**config.mk**
```make
export PLATFORM = sky130hd
export DESIGN_NAME = entity_frame_latch
export DESIGN_NICKNAME = d
export VERILOG_FILES = /design/src/rtl/entity_frame_latch.sv
export SDC_FILE = /design/constraint.sdc
export NUM_CORES = 1
export LEC_CHECK = 0
export CORE_UTILIZATION = 46
export CTS_BUF_LIST = sky130_fd_sc_hd__clkbuf_4 sky130_fd_sc_hd__clkbuf_8
export DETAILED_ROUTE_END_ITERATION = 8
export PLACE_DENSITY = 0.76
export SLEW_MARGIN = 15
export SYNTH_ARGS = -nofsm -noshare
export SYNTH_HDL_FRONTEND = slang
export SYNTH_SLANG_ARGS = --single-unit
```
**constraint.sdc**
```tcl
create_clock -name clk -period 10.45 [get_ports clk]
set_clock_uncertainty 0.15 [all_clocks]
set_input_delay 2.6125 -clock clk [delete_from_list [all_inputs] [get_ports clk]]
set_output_delay 2.6125 -clock clk [all_outputs]
set_load 0.02 [all_outputs]
```
**src/rtl/entity_frame_latch.sv**
```systemverilog
// entity_frame_latch
// Double-buffered entity register file feeding the frame-buffer stage.
// Game logic stages entity words at any time; the staged bank is copied
// into the live bank once per frame, at the rising edge of the
// vertical-blanking match (V == VSTART, H == 0), so the live outputs
// never change mid-frame.

module entity_frame_latch #(
  parameter logic [9:0]  VSTART = 10'd480,
  parameter logic [13:0] EMPTY  = 14'h3C00
) (
  input  logic        clk,
  input  logic        reset,
  input  logic [9:0]  counter_H,
  input  logic [9:0]  counter_V,
  input  logic        wr_valid,
  output logic        wr_ready,
  input  logic [3:0]  wr_slot,
  input  logic [13:0] wr_entity,
  input  logic        clear_req,
  output logic        wr_err,
  output logic [13:0] entity_1,
  output logic [13:0] entity_2,
  output logic [13:0] entity_3,
  output logic [13:0] entity_4,
  output logic [13:0] entity_5,
  output logic [13:0] entity_6,
  output logic [13:0] entity_7_Array,
  output logic [13:0] entity_8_Flip,
  output logic [13:0] entity_9_Flip,
  output logic        pending,
  output logic        frame_tick,
  output logic [7:0]  frame_count
);

  localparam int NSLOT = 9;

  typedef enum logic [1:0] {
    S_IDLE    = 2'd0,
    S_PENDING = 2'd1,
    S_COMMIT  = 2'd2
  } state_t;

  state_t      state_q, state_d;
  logic        dirty_q, dirty_d;
  logic        match, match_q, trig;
  logic        wr_acc, wr_good, wr_bad, clear_acc;
  logic        wr_err_q, frame_tick_q;
  logic [7:0]  frame_count_q, frame_count_d;
  logic [13:0] staging_q [NSLOT];
  logic [13:0] staging_d [NSLOT];
  logic [13:0] live_q    [NSLOT];
  logic [13:0] live_d    [NSLOT];

  // Commit point: one trigger per frame even if the counters stall on it.
  assign match = (counter_V == VSTART) && (counter_H == 10'd0);
  assign trig  = match && !match_q;

  // Writes and clears are refused only during the single copy cycle.
  assign wr_ready  = (state_q != S_COMMIT);
  assign wr_acc    = wr_valid && wr_ready;
  assign wr_good   = wr_acc && (wr_slot <= 4'd8);
  assign wr_bad    = wr_acc && (wr_slot > 4'd8);
  assign clear_acc = clear_req && (state_q != S_COMMIT);

  // Next state and dirty tracking; a write on the trigger edge still marks
  // the bank dirty so it joins the commit that follows.
  always_comb begin
    state_d = state_q;
    dirty_d = dirty_q;
    case (state_q)
      S_IDLE: begin
        if (trig)                        state_d = S_COMMIT;
        else if (wr_good || clear_acc)   state_d = S_PENDING;
      end
      S_PENDING: begin
        if (trig)                        state_d = S_COMMIT;
      end
      S_COMMIT: begin
        state_d = S_IDLE;
      end
      default: state_d = S_IDLE;
    endcase
    if (state_q == S_COMMIT) dirty_d = 1'b0;
    else                     dirty_d = dirty_q || wr_good || clear_acc;
  end

  // Staging update (clear first, then the write overrides its slot) and
  // live copy when a dirty bank reaches the commit cycle.
  always_comb begin
    for (int i = 0; i < NSLOT; i++) begin
      staging_d[i] = staging_q[i];
      live_d[i]    = live_q[i];
      if (clear_acc)                          staging_d[i] = EMPTY;
      if (wr_good && (wr_slot == 4'(i)))      staging_d[i] = wr_entity;
      if ((state_q == S_COMMIT) && dirty_q)   live_d[i]    = staging_q[i];
    end
  end

  assign frame_count_d = (state_q == S_COMMIT) ? frame_count_q + 8'd1 : frame_count_q;

  // Control state, edge detector and status pulses.
  always_ff @(posedge clk or posedge reset) begin
    if (reset) begin
      state_q       <= S_IDLE;
      dirty_q       <= 1'b0;
      match_q       <= 1'b0;
      wr_err_q      <= 1'b0;
      frame_tick_q  <= 1'b0;
      frame_count_q <= 8'd0;
    end else begin
      state_q       <= state_d;
      dirty_q       <= dirty_d;
      match_q       <= match;
      wr_err_q      <= wr_bad;
      frame_tick_q  <= (state_q == S_COMMIT);
      frame_count_q <= frame_count_d;
    end
  end

  // Staging and live banks; reset clears both so an aborted commit leaves live empty.
  always_ff @(posedge clk or posedge reset) begin
    if (reset) begin
      for (int i = 0; i < NSLOT; i++) begin
        staging_q[i] <= EMPTY;
        live_q[i]    <= EMPTY;
      end
    end else begin
      for (int i = 0; i < NSLOT; i++) begin
        staging_q[i] <= staging_d[i];
        live_q[i]    <= live_d[i];
      end
    end
  end

  assign wr_err         = wr_err_q;
  assign pending        = dirty_q;
  assign frame_tick     = frame_tick_q;
  assign frame_count    = frame_count_q;
  assign entity_1       = live_q[0];
  assign entity_2       = live_q[1];
  assign entity_3       = live_q[2];
  assign entity_4       = live_q[3];
  assign entity_5       = live_q[4];
  assign entity_6       = live_q[5];
  assign entity_7_Array = live_q[6];
  assign entity_8_Flip  = live_q[7];
  assign entity_9_Flip  = live_q[8];

endmodule

```
# ---- Word level (Yosys, flattened, before mapping)
# Cells that the tools add are included.
dict set report classes {
  add_sub_neg 1
  order_cmp 2
  eq_ne 14
  mux 15
  n_reduce_logical 33
}
# cell count
set op_table {}
lappend op_table {{two-way mux 14 bit} 10}
lappend op_table {{nonzero test 2 bit} 9}
lappend op_table {{equality test 4 x 3 -> 1 bit (second input constant)} 4}
lappend op_table {{logical AND 1 bit} 16}
lappend op_table {{equality test 10 x 9 -> 1 bit (second input constant)} 1}
lappend op_table {{zero test 10 bit} 1}
lappend op_table {{adder 8 x 1 -> 8 bit (second input constant)} 1}
lappend op_table {{equality test 4 x 2 -> 1 bit (second input constant)} 2}
lappend op_table {{two-way mux 2 bit} 3}
lappend op_table {{equality test 4 x 1 -> 1 bit (second input constant)} 1}
lappend op_table {{equality test 4 bit (second input constant)} 1}
lappend op_table {{> comparator 4 bit (second input constant)} 1}
lappend op_table {{<= comparator 4 bit (second input constant)} 1}
lappend op_table {{zero test 4 bit} 1}
lappend op_table {{inequality test 2 bit (second input constant)} 2}
lappend op_table {{case mux 2 bit (2 select lines)} 1}
lappend op_table {{logical OR 1 bit} 3}
lappend op_table {{inequality test 3 bit (second input constant)} 1}
lappend op_table {{equality test 2 x 1 -> 1 bit (second input constant)} 1}
lappend op_table {{equality test 2 bit (second input constant)} 1}
lappend op_table {{zero test 2 bit} 1}
lappend op_table {{AND reduction 2 bit} 1}
lappend op_table {{zero test 1 bit} 1}
lappend op_table {{two-way mux 1 bit} 1}
dict set report totals {
  regBits 266
  inputBits 42
  out_inout_bits 138
  elab_cells 89
}

# ---- Longest topological paths before layout
dict set report logic_depth {
  word_depth 7
  ltp_mapped 6
  depth_no_buf 4
}

# ---- Worst setup path before layout
# OpenSTA, ideal clock, no wires.
dict set report synth_timing {
  path_kind {input to register}
  startpoint {input port wr_slot[1]}
  endpoint {register staging_q[112] in the netlist's numbering}
  setup_ns 0.125
  t_arrival_ns 3.895
  required_time_ns 10.175
  slack_ns 6.280
  cell_stages 5
  cell_sequence {clkbuf_1 -> or4b_1 -> buf_6 -> buf_12 -> mux2_4}
}
dict set report synth_between {
  elab_chain_cells 4
  word_cells_on_any_way 6
  classes_between {1 x order compare; 1 x mux; 4 x reduce/logical}
}
# element line
set synth_rtl {}
lappend synth_rtl {{from (decl)} 18} ;# input logic [3:0] wr_slot,
lappend synth_rtl {{<= comparator 4 bit} 62} ;# assign wr_good = wr_acc && (wr_slot <= 4'd8);
lappend synth_rtl {{logical AND 1 bit} 62}
lappend synth_rtl {{logical AND 1 bit (*)} 95} ;# if (wr_good && (wr_slot == 4'(i))) staging_d[i] = wr_entity;
lappend synth_rtl {{two-way mux 14 bit / nonzero test 2 bit (equally long branches)} n/a}
lappend synth_rtl {{to (signal, indexed assignment)} 130} ;# staging_q[i] <= staging_d[i];
lappend synth_rtl {{to (decl)} 50} ;# logic [13:0] staging_q [NSLOT];
# Every way passes the cells marked *; elsewhere a longest branch is shown, timed or not.
# A chain may end at the register's enable or synchronous reset.

# ---- Final worst setup path
dict set report layout_timing {
  startpoint {input port wr_slot[2]}
  endpoint {register staging_q[35] in the netlist's numbering}
}
# Same word-level chain as after synthesis.

==> flow_results.xml <==
<?xml version="1.0" encoding="UTF-8"?>
<metrics>
  <group name="floorplanning">
    <metric name="die_y" unit="µm">157.3</metric>
    <metric name="die_x" unit="µm">157.3</metric>
    <metric name="placementRows" unit="">56</metric>
    <metric name="floorplan.initialDensity" unit="">0.4711</metric>
    <metric name="core_region_area" unit="µm²">23540</metric>
    <metric name="die_area" unit="µm²">24740</metric>
    <metric name="ios" unit="">180</metric>
  </group>
  <group name="critical_path">
    <metric name="worst_reg2reg_path_endpoint" unit="">entity_9_Flip[8]</metric>
    <metric name="end_kind" unit="">register</metric>
    <metric name="worst_setup_path_start_kind" unit="">input pin</metric>
    <metric name="endpoint" unit="">staging_q[35]</metric>
    <metric name="r2r-start" unit="">state_q[1]</metric>
    <metric name="r2r_setup_slack" unit="ns">6.62</metric>
    <metric name="crit_chain" unit="">clkdlybuf4s50_1 -&gt; and3b_1 -&gt; nand4b_1 -&gt; mux2_2</metric>
    <metric name="timing.critical_path.slowest_stage_cell" unit="">sky130_fd_sc_hd__nand4b_1</metric>
    <metric name="critPathMaxFanout" unit="">14</metric>
    <metric name="cp-startpoint" unit="">wr_slot[2]</metric>
    <metric name="reg2regPathDepth" unit="">6</metric>
    <metric name="critical-path-max-stage-delay" unit="ns">0.84</metric>
    <metric name="worstPathArrival" unit="ns">4.92</metric>
    <metric name="crit_type" unit="">input pin to register</metric>
    <metric name="worst-endpoint-required" unit="ns">10.70</metric>
  </group>
  <group name="yosys">
    <metric name="synthTopCellsByCount" unit="">sky130_fd_sc_hd__mux2_2, sky130_fd_sc_hd__dfrtp_1, sky130_fd_sc_hd__a21boi_0, sky130_fd_sc_hd__dfstp_2</metric>
    <metric name="portion_of_the_post_synthesis_area_used_by_sequential_elements" unit="">0.6082</metric>
    <metric name="synthesis.area" unit="µm²">11090</metric>
    <metric name="synth.net_count" unit="">802</metric>
    <metric name="syn-mean-instance-area" unit="µm²">14.61</metric>
    <metric name="synth_top_area_frac" unit="">0.4377</metric>
    <metric name="ys_seq_elements" unit="">266</metric>
    <metric name="netlist_top_cells_area" unit="">sky130_fd_sc_hd__dfrtp_1, sky130_fd_sc_hd__mux2_2, sky130_fd_sc_hd__dfstp_2, sky130_fd_sc_hd__a21boi_0, sky130_fd_sc_hd__mux2i_1</metric>
    <metric name="dominantRegCellSynth" unit="">sky130_fd_sc_hd__dfrtp_1</metric>
    <metric name="synth_cell_types" unit="">36</metric>
    <metric name="synthMostInstantiatedCell" unit="">sky130_fd_sc_hd__mux2_2</metric>
    <metric name="synth-edff-count" unit="">0</metric>
    <metric name="ys_async_sr_fraction" unit="">1.000</metric>
    <metric name="yosysWarningCount" unit="">0</metric>
    <metric name="post-synth-top-area-cell" unit="">sky130_fd_sc_hd__dfrtp_1</metric>
    <metric name="post_synth_inst_count" unit="">759</metric>
  </group>
  <group name="routing">
    <metric name="wl_per_cell" unit="µm">19.70</metric>
    <metric name="detailedRoute.firstPassIterationCount" unit="">4</metric>
    <metric name="via_total_after_detailed_routing" unit="">6739</metric>
    <metric name="first_iter_violations" unit="">435</metric>
    <metric name="post_detailed_route_drc_marker_count" unit="">0</metric>
    <metric name="totalWireLength" unit="mm">25.32</metric>
    <metric name="postRouteAntennaNets" unit="">0</metric>
    <metric name="drt-vias-per-instance" unit="">5.244</metric>
  </group>
  <group name="final_layout">
    <metric name="area_delta_synth_final" unit="%">26.45</metric>
    <metric name="final_layout_size_suffix_gt1_frac" unit="">0.3913</metric>
    <metric name="final_area" unit="µm²">14030</metric>
    <metric name="fill_cells" unit="">1926</metric>
    <metric name="finish.net_count" unit="">977</metric>
    <metric name="antenna_cells_inserted" unit="">0</metric>
  </group>
  <group name="clock_tree">
    <metric name="clkLatencyLatePin" unit="ns">0.53</metric>
    <metric name="clockBufferDepth" unit="">3</metric>
    <metric name="root_buffer" unit="">sky130_fd_sc_hd__clkbuf_8</metric>
    <metric name="cts-buffers-inserted" unit="">43</metric>
    <metric name="post-cts-setup-buffer-count" unit="">0</metric>
    <metric name="post_cts_resized" unit="">0</metric>
    <metric name="clock_sinks" unit="">266</metric>
    <metric name="tritoncts" unit="">done</metric>
    <metric name="postCtsHoldBufs" unit="">0</metric>
    <metric name="cts_htree_levels" unit="">2</metric>
    <metric name="clk_pin_slew" unit="ns">0.06</metric>
  </group>
  <group name="timing">
    <metric name="report.final.setup_viol" unit="">0</metric>
    <metric name="grt_setup_unrepaired" unit="">no</metric>
    <metric name="period_utilization" unit="">0.4475</metric>
    <metric name="finalCriticalPeriod" unit="ns">4.676</metric>
    <metric name="timing.fmax" unit="MHz">213.9</metric>
    <metric name="fin_max_slew_vios" unit="">0</metric>
    <metric name="hold_viol" unit="">0</metric>
    <metric name="worst_slew_pin_slew" unit="ns">1.115</metric>
    <metric name="timing.max_slew.rel_slack" unit="">0.2568</metric>
    <metric name="finalSetupTns" unit="ns">0</metric>
  </group>
  <group name="global_routing">
    <metric name="groute.layer.met1.usage" unit="">0.3030</metric>
    <metric name="grt_max_degree" unit="">148</metric>
    <metric name="globalRoute.busiestLayer" unit="">met2</metric>
    <metric name="grt_overflow_total" unit="">0</metric>
    <metric name="grt_pass1_vias" unit="">6867</metric>
    <metric name="globalRouteMet3Util" unit="">0.03662</metric>
    <metric name="grt_antenna_before_repair" unit="">0</metric>
    <metric name="wire_length_of_the_first_global_routing_pass" unit="mm">39.40</metric>
    <metric name="grt_use_met2" unit="">0.3215</metric>
    <metric name="total_global_route_track_usage" unit="">0.2087</metric>
  </group>
  <group name="min_path">
    <metric name="min-delay-path-class" unit="">register to register</metric>
  </group>
  <group name="pwr">
    <metric name="worst_vdd_drop" unit="µV">72.05</metric>
    <metric name="leakage" unit="nW">6.538</metric>
    <metric name="cellPowerDensity" unit="nW/µm²">147.4</metric>
    <metric name="finalPower" unit="mW">2.068</metric>
  </group>
  <group name="placement">
    <metric name="gp_routability_congestion" unit="">0.7725</metric>
    <metric name="detailedPlacementHpwl" unit="mm">15.12</metric>
    <metric name="port-buffer-count" unit="">179</metric>
    <metric name="placement_cell_area" unit="µm²">13100</metric>
  </group>
  <group name="status">
    <metric name="status" unit="">completed</metric>
  </group>
  <group name="job">
    <metric name="timing.max_cap.violations" unit="">0</metric>
  </group>
</metrics>
==> sequential cells by signal, summed over array words and instances (netlist names) <==
| register | count |
|---|---|
| entity_1 | 14 |
| entity_2 | 14 |
| entity_3 | 14 |
| entity_4 | 14 |
| entity_5 | 14 |
| entity_6 | 14 |
| entity_7_Array | 14 |
| entity_8_Flip | 14 |
| entity_9_Flip | 14 |
| frame_count | 8 |
| frame_tick | 1 |
| match_q | 1 |
| pending | 1 |
| staging_q | 126 |
| state_q | 2 |
| wr_err | 1 |
==> logic make-up (layout without fill, tap and decap cells) <==
group,count (synthesis),in the layout,synth area share
flip-flops,266,266,0.6082
multiplexers,252,252,0.2538
AO/OA/AOI/OAI,129,129,0.07998
buffers and inverters,63,270,0.02583
AND/OR/NAND/NOR,41,41,0.02549
XOR/XNOR,7,7,0.005527
adder cells (fa/ha/maj),1,1,0.001128
==> area by class of cell <==
class | instances | area [µm²] | share of cell area
clock buffer | 71 | 889.6 | 0.06343
tap | 319 | 399.1 | 0.02846
clock inverter | 6 | 32.53 | 0.002319
multi-input combinational | 430 | 4074 | 0.2905
timing repair buffer | 185 | 1847 | 0.1317
inverter | 8 | 37.54 | 0.002676
sequential | 266 | 6746 | 0.4810
==> metrics by stage <==
step           cells  setup WS (ns)  hold WS, ns    util
2_1_floorplan    759         0.4814       0.2621       -
3_3_place_gp    1208          5.281       0.2670  0.5566
3_5_place_dp    1208          5.261       0.2861  0.5566
4_1_cts         1285          5.793       0.2937  0.5958
5_1_grt         1285          5.722       0.3137  0.5958
6_report        1285          5.774       0.2891  0.5958
==> cell usage in the layout (no fill, tap or decap), types with 5 or more instances in the layout <==
| master | Yosys | routed |
|---|---|---|
| sky130_fd_sc_hd__clkinv_2 | 0 | 5 |
| sky130_fd_sc_hd__dfrtp_1 | 194 | 194 |
| sky130_fd_sc_hd__clkbuf_4 | 0 | 14 |
| sky130_fd_sc_hd__a21oi_1 | 36 | 36 |
| sky130_fd_sc_hd__nor4b_1 | 5 | 5 |
| sky130_fd_sc_hd__buf_4 | 0 | 6 |
| sky130_fd_sc_hd__mux2i_1 | 36 | 36 |
| sky130_fd_sc_hd__mux2_2 | 210 | 210 |
| sky130_fd_sc_hd__dfstp_2 | 72 | 72 |
| sky130_fd_sc_hd__nand4b_1 | 5 | 5 |
| sky130_fd_sc_hd__clkbuf_8 | 0 | 57 |
| sky130_fd_sc_hd__clkdlybuf4s50_1 | 0 | 178 |
| sky130_fd_sc_hd__nand2_1 | 9 | 8 |
| sky130_fd_sc_hd__mux2_4 | 6 | 6 |
| sky130_fd_sc_hd__a21boi_0 | 90 | 90 |
==> metal layers <==
layer  wire length, µm  part of all wire
met4               471             0.019
met2             11750              0.46
met5                 0                 0
met1             12010              0.47
met3              1090             0.043
==> power by group <==
group | switching (mW) | internal (mW) | leakage (nW)
clock network | 0.399 | 0.537 | 0.494
registers | 0.00536 | 1.04 | 3.44
logic | 0.0521 | 0.0302 | 2.60
total | 0.456 | 1.61 | 6.54
==> worst max-delay path: cells and delay by family <==
family,cells,cell delay [ns]
simple gates,2,1.11
buf+inv,1,0.58
mux,1,0.61
==> worst min path at each step <==
stage	from	endpoint	slack [ns]	cells past startpoint
3_3_place_gp	match_q	state_q[1]	0.27	1
4_1_cts	match_q	state_q[1]	0.29	1
5_1_grt	match_q	state_q[1]	0.31	1
6_report	match_q	state_q[1]	0.29	1
3_5_place_dp	match_q	state_q[1]	0.29	1
2_1_floorplan	match_q	state_q[1]	0.26	1
Power figures use the tool's default switching activity.
